### config.mk
export PLATFORM = sky130hd
export DESIGN_NAME = chain_collector
export DESIGN_NICKNAME = d
export VERILOG_FILES = /design/src/rtl/chain_collector.sv
export SDC_FILE = /design/constraint.sdc
export NUM_CORES = 1
export LEC_CHECK = 0
export BUFFER_PORTS_ARGS = -buffer_cell sky130_fd_sc_hd__buf_2
export CORE_UTILIZATION = 37
export CTS_BUF_LIST = sky130_fd_sc_hd__clkbuf_8
export DETAILED_ROUTE_END_ITERATION = 10
export PLACE_DENSITY = 0.59
export SLEW_MARGIN = 10
export SYNTH_ARGS = -nofsm -noshare
export SYNTH_HDL_FRONTEND = slang
export SYNTH_SLANG_ARGS = --single-unit
### constraint.sdc
create_clock -name t_clk -period 4.3 [get_ports t_clk]
set_clock_uncertainty 0.1 [all_clocks]
set_input_delay 0 -clock t_clk [delete_from_list [all_inputs] [get_ports t_clk]]
set_output_delay 0 -clock t_clk [all_outputs]
set_load 0.1 [all_outputs]
### src/rtl/chain_collector.sv
// Far-end chain receiver: deserialises 15-bit per-chip report frames, checks
// parity/stop, buffers good records in a show-ahead FIFO and tracks reporting IDs.
module chain_collector #(
    parameter int N_CHIPS    = 8,
    parameter int FIFO_DEPTH = 8
) (
    input  logic                          t_clk,
    input  logic                          rst_n,
    input  logic                          clear,
    input  logic                          data_in,
    output logic                          rec_valid,
    input  logic                          rec_ready,
    output logic [3:0]                    rec_chip_id,
    output logic [3:0]                    rec_power_upper,
    output logic [3:0]                    rec_power_lower,
    output logic [$clog2(FIFO_DEPTH):0]   fifo_count,
    output logic                          parity_err,
    output logic                          frame_err,
    output logic                          overflow,
    output logic [15:0]                   seen_map,
    output logic                          all_collected
);
    localparam int AW = $clog2(FIFO_DEPTH);
    localparam int CW = AW + 1;

    typedef struct packed {
        logic [3:0] chip_id;
        logic [3:0] power_upper;
        logic [3:0] power_lower;
    } rec_t;

    typedef enum logic [2:0] {S_IDLE, S_DATA, S_PARITY, S_STOP, S_WAIT} state_t;

    state_t          state;
    logic [3:0]      bit_cnt;
    logic [11:0]     shreg;
    logic            par_bit;
    rec_t            mem [FIFO_DEPTH];
    logic [AW-1:0]   wr_ptr, rd_ptr;
    logic [CW-1:0]   count;
    logic            pop, full, good_frame, push;
    rec_t            head;

    assign rec_valid  = (count != '0);
    assign pop        = rec_valid && rec_ready;
    assign full       = (count == CW'(FIFO_DEPTH));
    assign good_frame = (state == S_STOP) && !data_in && ((^shreg) == par_bit);
    // A full FIFO still accepts the push when the head leaves on the same edge.
    assign push       = good_frame && !clear && (!full || pop);

    always_ff @(posedge t_clk or negedge rst_n) begin
        if (!rst_n) begin
            state      <= S_IDLE;
            bit_cnt    <= '0;
            shreg      <= '0;
            par_bit    <= 1'b0;
            parity_err <= 1'b0;
            frame_err  <= 1'b0;
            overflow   <= 1'b0;
            seen_map   <= '0;
        end else if (clear) begin
            state      <= S_IDLE;
            bit_cnt    <= '0;
            parity_err <= 1'b0;
            frame_err  <= 1'b0;
            overflow   <= 1'b0;
            seen_map   <= '0;
        end else begin
            parity_err <= 1'b0;
            frame_err  <= 1'b0;
            case (state)
                S_IDLE: if (data_in) begin
                    state   <= S_DATA;
                    bit_cnt <= '0;
                end
                S_DATA: begin
                    shreg   <= {shreg[10:0], data_in};
                    bit_cnt <= bit_cnt + 4'd1;
                    if (bit_cnt == 4'd11) state <= S_PARITY;
                end
                S_PARITY: begin
                    par_bit <= data_in;
                    state   <= S_STOP;
                end
                S_STOP: begin
                    // A bad stop bit wins over a parity error and forces a wait for line idle.
                    if (data_in) begin
                        frame_err <= 1'b1;
                        state     <= S_WAIT;
                    end else begin
                        state <= S_IDLE;
                        if (good_frame) begin
                            seen_map[shreg[11:8]] <= 1'b1;
                            if (full && !pop) overflow <= 1'b1;
                        end else begin
                            parity_err <= 1'b1;
                        end
                    end
                end
                S_WAIT: if (!data_in) state <= S_IDLE;
                default: state <= S_IDLE;
            endcase
        end
    end

    always_ff @(posedge t_clk) begin
        if (push) mem[wr_ptr] <= rec_t'(shreg);
    end

    always_ff @(posedge t_clk or negedge rst_n) begin
        if (!rst_n) begin
            wr_ptr <= '0;
            rd_ptr <= '0;
            count  <= '0;
        end else if (clear) begin
            wr_ptr <= '0;
            rd_ptr <= '0;
            count  <= '0;
        end else begin
            if (push) wr_ptr <= wr_ptr + 1'b1;
            if (pop)  rd_ptr <= rd_ptr + 1'b1;
            case ({push, pop})
                2'b10:   count <= count + 1'b1;
                2'b01:   count <= count - 1'b1;
                default: count <= count;
            endcase
        end
    end

    assign head            = rec_valid ? mem[rd_ptr] : '0;
    assign rec_chip_id     = head.chip_id;
    assign rec_power_upper = head.power_upper;
    assign rec_power_lower = head.power_lower;
    assign fifo_count      = count;
    assign all_collected   = &seen_map[N_CHIPS-1:0];

endmodule

==> results of run 1 <==
[metal layers]
layer  vias up  wire length [um]  global-route usage, %
met2        75              5870                   24.5
met5         -                 0                      0
met3        15               433                   4.40
met4         0               176                   6.02
li1       1619                 -                      -
met1      1770              5780                   21.2
[area by class of cell]
type	instances	share of cell area (%)
tap	216	3.83
sequential	145	58.2
timing repair buffer	58	4.86
clock inverter	15	1.81
clock buffer	17	3.32
multi-input combinational	230	27.6
inverter	7	0.372
[registers in the layout, summed over array words and instances, names as in the netlist]
register and cells:
mem 96, seen_map 16, shreg 12, bit_cnt 4
fifo_count 4, rd_ptr 3, state 3, wr_ptr 3
frame_err 1, overflow 1, par_bit 1, parity_err 1
[cells in the final DEF, fill, tap and decap left out, types with 13 or more instances in the layout]
cell / instances
buf_4: 13
nand2_1: 40
buf_2: 41
a31oi_1: 18
edfxtp_1: 96
nor2_1: 47
ha_1: 13
clkbuf_8: 17
mux4_2: 24
dfrtp_1: 49
[worst max-delay path by stage]
| stage | slack [ns] | endpoint | cells after the start |
|---|---|---|---|
| after CTS | 0.74 | fifo_count[3] | 12 |
| final | 0.74 | fifo_count[3] | 12 |
| after global placement | 0.89 | fifo_count[3] | 12 |
| after floorplan | 0.31 | mem[2][0] | 6 |
| after detailed placement | 0.76 | fifo_count[3] | 12 |
| after global routing | 0.50 | fifo_count[3] | 13 |
[metrics by stage]
step                cells  total power, mW  utilization [%]  worst slack [ns]
floorplan             402             2.21                -             0.313
global placement      652             2.35             41.6             0.888
detailed placement    652             2.36             41.6             0.762
CTS                   688             3.36             44.1             0.737
global route          688             3.48             44.1             0.496
finish                688             3.34             44.1             0.742
[cell families (layout without fill, tap and decap cells)]
logic type,count (synthesis),in the layout,share of synthesized area (%)
flip-flops,145,145,67.1
adder cells (fa/ha/maj),13,13,2.66
AO/OA/AOI/OAI,44,44,4.70
buffers and inverters,27,97,1.86
XOR/XNOR,15,15,3.29
AND/OR/NAND/NOR,118,118,8.87
multiplexers,40,40,11.5
[synthesized netlist by cell type (2+ instances only)]
| cell | n | area share [%] |
|---|---|---|
| nor2_1 | 47 | 2.9 |
| nor3b_1 | 3 | 0.37 |
| nand4_1 | 3 | 0.31 |
| nor4b_1 | 2 | 0.29 |
| dfrtp_1 | 49 | 20 |
| xnor2_1 | 6 | 0.86 |
| xor2_1 | 3 | 0.43 |
| inv_1 | 7 | 0.43 |
| buf_2 | 4 | 0.33 |
| xnor2_2 | 2 | 0.53 |
| ha_1 | 13 | 2.7 |
| a32o_1 | 2 | 0.33 |
| mux2i_1 | 12 | 2.0 |
| nand3b_1 | 2 | 0.25 |
| a31oi_1 | 18 | 1.8 |
| o21ai_0 | 10 | 0.82 |
| clkbuf_1 | 14 | 0.86 |
| a21oi_1 | 6 | 0.49 |
| nand2b_1 | 2 | 0.20 |
| edfxtp_1 | 96 | 47 |
| nor3_1 | 5 | 0.41 |
| mux2_2 | 4 | 0.74 |
| mux4_2 | 24 | 8.8 |
| nor4_1 | 4 | 0.41 |
| nand2_1 | 40 | 2.5 |
| a22o_1 | 2 | 0.29 |
| nand3_1 | 2 | 0.16 |
[worst register-to-register path, delay by kind of cell (launching register included)]
kind | cells | cell delay (ns)
AO/OA/AOI/OAI | 4 | 0.76
flip-flops | 1 | 0.55
XOR/XNOR | 3 | 0.82
buffers and inverters | 1 | 0.14
AND/OR/NAND/NOR | 2 | 0.39
adder cells (fa/ha/maj) | 2 | 0.69
[power groups by stage]
stage	sequential (mW)	combinational, mW	clock [mW]
2_1_floorplan	1.69	0.517	0
3_3_place_gp	1.72	0.633	0
3_5_place_dp	1.73	0.631	0
4_1_cts	1.70	0.641	1.02
5_1_grt	1.71	0.686	1.08
6_report	1.70	0.632	1.01
[timing repair]
action / CTS / global route
endpoints found under the hold margin: 78 / 0
setup endpoints to repair: 0 / 0
setup buffers: 0 / 0
hold buffers: 4 / 0
==> results.cfg, run 1 <==
[layout]
design_area_sq_mm = 0.00706
multi_input_area_sq_mm = 0.00195
fin_nets = 477
final.fill_count = 1479
area_growth_pct = 15.2
register_area_sq_mm = 0.00411
layout-drive-gt1-share_pct = 26.5
antenna_cells = 0

[pwr]
swShare_pct = 30.5
p_int_mw = 2.32
clkPwrFrac_pct = 30.1
combPwrFrac_pct = 18.9
switchingPower_mw = 1.02
cellPowerDensity_mw_per_mm2 = 473
leakagePower_nw = 2.71
vdd_drop_max_uv = 322
sequentialPowerShare_pct = 50.9

[floorplan]
rows = 46
core_sq_mm = 0.0160
die_area_sq_mm = 0.0171
initial_core_util_pct = 38.3
die_h_um = 131
chipWidth_um = 131
io_pins = 42

[global_routing]
grt_antenna_before_repair = 0
grt_max_degree = 50
grt_overflow_total = 0
grt_pass1_wl_um = 19300
grt_usage_pct = 15.8
grt_pass1_vias = 3573

[sta]
fmax_mhz = 281
hold_viol = 0
report.final.setup_viol = 0
rsz0062_at_grt = no
drv_slew = 0
finalCriticalPeriod_ns = 3.56
min_period_over_period_pct = 82.8
setup_tns_ns = 0
worst_pin_slew_ns = 1.19
holdWs_ns = 0.112
slew_headroom_pct = 20.5

[setup_path]
r2r-start = shreg[8]
critical-path-max-stage-delay_ns = 0.55
path_buf_inv = 1
cp-startpoint = shreg[8]
start_kind = register
ff2ff_path_depth = 12
crit_top_cell = ha_1
endpoint_kind = register
crit_chain = inv_1 -> ha_1 -> xnor3_1 -> xnor3_2 -> xnor2_2 -> nor2_2 -> nor2_1 -> ha_1 -> a31oi_1 -> o311a_2 -> a32oi_1 -> o31ai_2
path_class = reg2reg
path_max_fanout = 12
reg2reg_setup_slack_ns = 0.74
cpMaxStageDelayCell = dfrtp_1
worstPathArrival_ns = 3.77
crit_required_ns = 4.51
rr_endpoint = fifo_count[3]
cp_top_family = XOR/XNOR gates

[route]
drt-wirelength-per-cell_um = 17.8
first_iter_violations = 329
drtPass1Iterations = 4
drc = 0
ant_nets = 0
vias_per_cell = 5.06
vias = 3479
routed_wl_um = 12300

[place]
gp_congestion = 0.769
dpl_cell_area_sq_mm = 0.00665
hpwl_um = 7690
port_buffers = 41

[clocking]
cts_tree = done
cts_buffers = 17
root_buffer = clkbuf_8
post_cts_resized = 0
clock_latency_ns = 0.43
htree_levels = 4
clock-sinks = 145
clock_path_buffers = 2
clkTransAtPathRegs_ns = 0.08

[synthesis]
synth-edff-count = 96
ys_ff_latch = 145
syn_nets = 420
synth.distinct_cells = 47
syn_avg_cell_area_sq_um = 15.2
ys_seq_area_share_pct = 67.1
yosys_warnings = 0
synth-main-ff-cell = edfxtp_1
synth_area_sq_mm = 0.00612
syn_inst = 402
async_flop_share_pct = 33.8

[flow_run]
cap_violations = 0

[status]
status = complete, no violations

[hold_path]
hold_path.class = in2async
No activity file was read; power rests on OpenSTA's default activity.
==> run 2: changes to the inputs <==
- clock period: 4.3 -> 3.7 ns (I/O delays scaled with it)
==> run 2 against run 1 <==
  * Setup slack lost 0.50 ns
  * Cell count decreased by 0.15%
  * Sequential share of layout area down 0.56 points
  * Final area grew 0.99%
  * Critical path depth did not move
  * Critical endpoint unchanged
  * Largest cell class unchanged
  * Largest power group unchanged
==> results.cfg, run 2 (synthesized netlist as in run 1, its figures left out) <==
[status]
status = complete, no violations

[clocking]
clkTransAtPathRegs_ns = 0.08
clock_latency_ns = 0.44
clock-sinks = 145
clock_path_buffers = 2
cts_buffers = 17
cts_setup_buffers = 0
root_buffer = clkbuf_8
htree_levels = 4
cts_tree = done

[layout]
fin_nets = 476
max_flop_register = mem
layout-drive-gt1-share_pct = 28.2
largestRegisters = mem x96, seen_map x16, shreg x12
area_growth_pct = 16.4
final.fill_count = 1476
fin_cells = 687
final_common_cell = edfxtp_1
largest_reg_flops = 96
mostFrequentLayoutCells = 96 x edfxtp_1, 48 x dfrtp_1, 47 x nor2_1
antenna_cells = 0

[setup_path]
critical-path-max-stage-delay_ns = 0.49
crit_chain = inv_1 -> ha_1 -> xnor3_1 -> xnor3_2 -> xnor2_2 -> nor2_2 -> nor2_1 -> ha_1 -> a31oi_1 -> o311a_2 -> a32oi_1 -> o31ai_2
cpMaxStageDelayCell = dfrtp_2
start_kind = register
crit_top_cell = ha_1
crit_required_ns = 3.91
path_class = reg2reg
worstPathArrival_ns = 3.67
endpoint_kind = register
path_buf_inv = 1
cp_top_family = XOR/XNOR gates
path_max_fanout = 12

[global_routing]
grt_pass1_wl_um = 19900
grt_usage_pct = 16.1
grt_max_degree = 50
grt_antenna_before_repair = 0
grt_pass1_vias = 3638
grt_overflow_total = 0

[floorplan]
chipWidth_um = 131
initial_core_util_pct = 38.3
die_area_sq_mm = 0.0171
io_pins = 42
core_sq_mm = 0.0160
rows = 46
die_h_um = 131

[sta]
fmax_mhz = 289
finalCriticalPeriod_ns = 3.46
hold_viol = 0
setup_slack_ns = 0.238
rsz0062_at_grt = no
report.final.setup_viol = 0
drv_slew = 0
worst_pin_slew_ns = 0.894
setup_tns_ns = 0
min_period_over_period_pct = 93.6
slew_headroom_pct = 40.4

[pwr]
vdd_drop_max_uv = 264
switchingPower_mw = 1.23
p_int_mw = 2.86
swShare_pct = 30.0
combPwrFrac_pct = 18.4
sequentialPowerShare_pct = 48.0
leakagePower_nw = 2.72
cellPowerDensity_mw_per_mm2 = 573
clkPwrFrac_pct = 33.6

[route]
first_iter_violations = 240
vias_per_cell = 5.06
drc = 0
vias = 3479
routed_wl_um = 12300
drtPass1Iterations = 4
ant_nets = 0
drt-wirelength-per-cell_um = 17.9

[place]
pre_cts_ws_ns = 0.136
hpwl_um = 7740
gp_congestion = 0.798
dp_cells = 651
port_buffers = 41

[flow_run]
cap_violations = 0

[hold_path]
hold_path.class = in2async
[run 2: worst paths after layout]
| kind | start | end | slack (ns) | cells past startpoint |
|---|---|---|---|---|
| min reg2reg | seen_map[8] | seen_map[8] | 0.40 | 2 |
| max | shreg[9] | fifo_count[3] | 0.24 | 12 |
| min | rst_n | seen_map[11] | 0.02 | 2 |
| max in group asynchronous | rst_n | shreg[9] | 3.02 | 2 |
| min in group t_clk | rec_ready | fifo_count[3] | 0.32 | 4 |
| max reg2reg | shreg[9] | fifo_count[3] | 0.24 | 12 |
[run 2: final cells by class]
cell class | instances | area (sq um) | area share, %
Sequential cell | 145 | 4110 | 57.7
Multi-Input combinational cell | 230 | 1940 | 27.2
Timing Repair Buffer | 57 | 338 | 4.74
Tap cell | 216 | 270 | 3.79
Clock buffer | 17 | 234 | 3.28
Clock inverter | 15 | 206 | 2.90
Inverter | 7 | 26.3 | 0.369
[run 2: worst register-to-register path: stages (launching register included)]
cell and delay (ns):
dfrtp_2 0.49, inv_1 0.11, ha_1 0.31, xnor3_1 0.35, xnor3_2 0.29, xnor2_2 0.20, nor2_2 0.26, nor2_1 0.13
ha_1 0.34, a31oi_1 0.12, o311a_2 0.36, a32oi_1 0.19, o31ai_2 0.09
[run 2: timing repair]
action	CTS	global route
gates resized for setup	0	1
hold buffers	4	0
endpoints found under the hold margin	78	0
endpoints found under the setup margin	0	1
[run 2: per-layer routing]
metal,track usage (%),routed length (um)
met1,21.8,5850
met2,25.3,5880
met3,4.40,435
met4,5.48,167
met5,0,0
[run 2: power by group through the flow]
stage	sequential [mW]	clock, mW	combinational [mW]
after global placement	1.98	0	0.747
after CTS	1.96	1.40	0.766
after detailed placement	2.00	0	0.757
after floorplan	1.97	0	0.601
final	1.96	1.37	0.752
after global routing	1.98	1.47	0.808
[run 2: through the flow]
stage               area [sq um]  total power [mW]  utilization [%]  hold slack (ns)
floorplan                   6130              2.57                -           -0.396
global placement            6640              2.73             41.5            0.164
detailed placement          6640              2.75             41.5            0.185
CTS                         7120              4.12             44.5            0.240
global route                7130              4.25             44.5           0.0624
finish                      7130              4.08             44.5           0.0191
==> run 3: changes to the inputs <==
- clock period: 3.7 -> 3.4 ns (I/O delays scaled with it)
==> run 3 against run 2 <==
  * Non-clock buffer count increased by 4
  * Die area unchanged
  * Clock power increased by 7%
  * Worst hold slack got worse by 0.0042 ns
  * Flip-flop and latch count stayed put
  * Global-route usage barely moved
  * Core utilization increased by 0.27 points
==> results.cfg, run 3 (synthesized netlist as in run 1, its figures left out) <==
[sta]
setup_slack_ns = 0.257
worst_pin_slew_ns = 0.890
finalCriticalPeriod_ns = 3.14
fmax_mhz = 318
hold_viol = 0
drv_slew = 0
rsz0062_at_grt = no
min_period_over_period_pct = 92.5
slew_headroom_pct = 40.2
report.final.setup_viol = 0
setup_tns_ns = 0

[clocking]
cts_setup_buffers = 0
clock-sinks = 145
cts_tree = done
clkTransAtPathRegs_ns = 0.08
cts_buffers = 17
root_buffer = clkbuf_8
clock_latency_ns = 0.44
clock_path_buffers = 2
htree_levels = 4

[layout]
max_flop_register = mem
register_area_sq_mm = 0.00411
antenna_cells = 0
multi_input_area_sq_mm = 0.00196
layout-drive-gt1-share_pct = 28.7
area_growth_pct = 17.1
largest_reg_flops = 96
largestRegisters = mem x96, seen_map x16, shreg x12
mostFrequentLayoutCells = 96 x edfxtp_1, 47 x nor2_1, 45 x dfrtp_1
fin_nets = 480
final.fill_count = 1467
final_common_cell = edfxtp_1

[setup_path]
crit_required_ns = 3.65
start_kind = register
endpoint_kind = register
ff2ff_path_depth = 13
worstPathArrival_ns = 3.39
path_max_fanout = 4
path_class = reg2reg

[place]
pre_cts_ws_ns = 0.267
gp_congestion = 0.752
hpwl_um = 7850
port_buffers = 41

[global_routing]
grt_overflow_total = 0
grt_antenna_before_repair = 0
grt_max_degree = 50
grt_pass1_vias = 3511
grt_usage_pct = 16.2
grt_pass1_wl_um = 19800

[pwr]
vdd_drop_max_uv = 384
cellPowerDensity_mw_per_mm2 = 628
leakagePower_nw = 2.76

[route]
drt-wirelength-per-cell_um = 18.2
ant_nets = 0
drc = 0
first_iter_violations = 341
wl_met1_um = 5820
wl_met3_um = 599
top_layer_used = met4
vias_per_cell = 5.14
drtPass1Iterations = 5
dr_wl_met2_um = 5880
vias = 3544
routed_wl_um = 12500

[floorplan]
rows = 46
core_sq_mm = 0.0160
initial_core_util_pct = 38.3
die_h_um = 131
chipWidth_um = 131
die_area_sq_mm = 0.0171
io_pins = 42

[hold_path]
hold_path.class = in2async

[flow_run]
cap_violations = 0

[status]
status = complete, no violations
run 3: layout make-up:
type,instances,area share [%]
sequential,145,57.4
multi-input combinational,230,27.3
timing repair buffer,61,5.13
tap,216,3.77
clock buffer,17,3.26
clock inverter,14,2.74
inverter,7,0.366
run 3: timing repair:
item,4_1_cts,5_1_grt
hold endpoints to repair,78,0
endpoints found under the setup margin,0,1
gates resized for setup,0,2
hold buffers,4,0
run 3: routing by layer:
metal / vias to the layer above / GRT usage (%)
li1: 1622 / -
met1: 1818 / 22.5
met2: 87 / 23.9
met3: 17 / 4.36
met4: 0 / 6.76
met5: - / 0
run 3: critical path, stage by stage (launching register included):
cell	delay, ns
dfrtp_1	0.39
inv_1	0.10
ha_1	0.25
xnor3_1	0.35
xnor3_2	0.31
xnor2_4	0.24
nor2_2	0.06
nor2_1	0.19
ha_1	0.30
o21a_1	0.12
nor3_1	0.14
o21ai_0	0.15
o31a_1	0.15
o31ai_2	0.19
run 3: path summary, 6_finish.rpt:
kind / start / endpoint / slack [ns]
worst min register to register: bit_cnt[3] / bit_cnt[3] / 0.39
min in group t_clk: rec_ready / fifo_count[3] / 0.34
max in group asynchronous: rst_n / fifo_count[1] / 2.71
worst max register to register: shreg[9] / fifo_count[3] / 0.26
worst min-delay path: rst_n / seen_map[10] / 0.01
worst max-delay path: shreg[9] / fifo_count[3] / 0.26
run 3: report_power, final:
part / switching, mW / internal [mW] / total [mW]
combinational: 0.569 / 0.347 / 0.916
clock: 0.620 / 0.855 / 1.47
sequential: 0.108 / 2.01 / 2.11
run 3: per-stage QoR:
stage | cell area, sq um | power [mW] | hold slack, ns | utilization (%) | cells
after floorplan | 6140 | 2.80 | -0.396 | - | 402
after global placement | 6680 | 2.99 | 0.171 | 41.8 | 655
after detailed placement | 6680 | 3.00 | 0.188 | 41.8 | 655
after CTS | 7150 | 4.48 | 0.247 | 44.7 | 690
after global routing | 7170 | 4.69 | 0.0614 | 44.8 | 690
final | 7170 | 4.51 | 0.0149 | 44.8 | 690
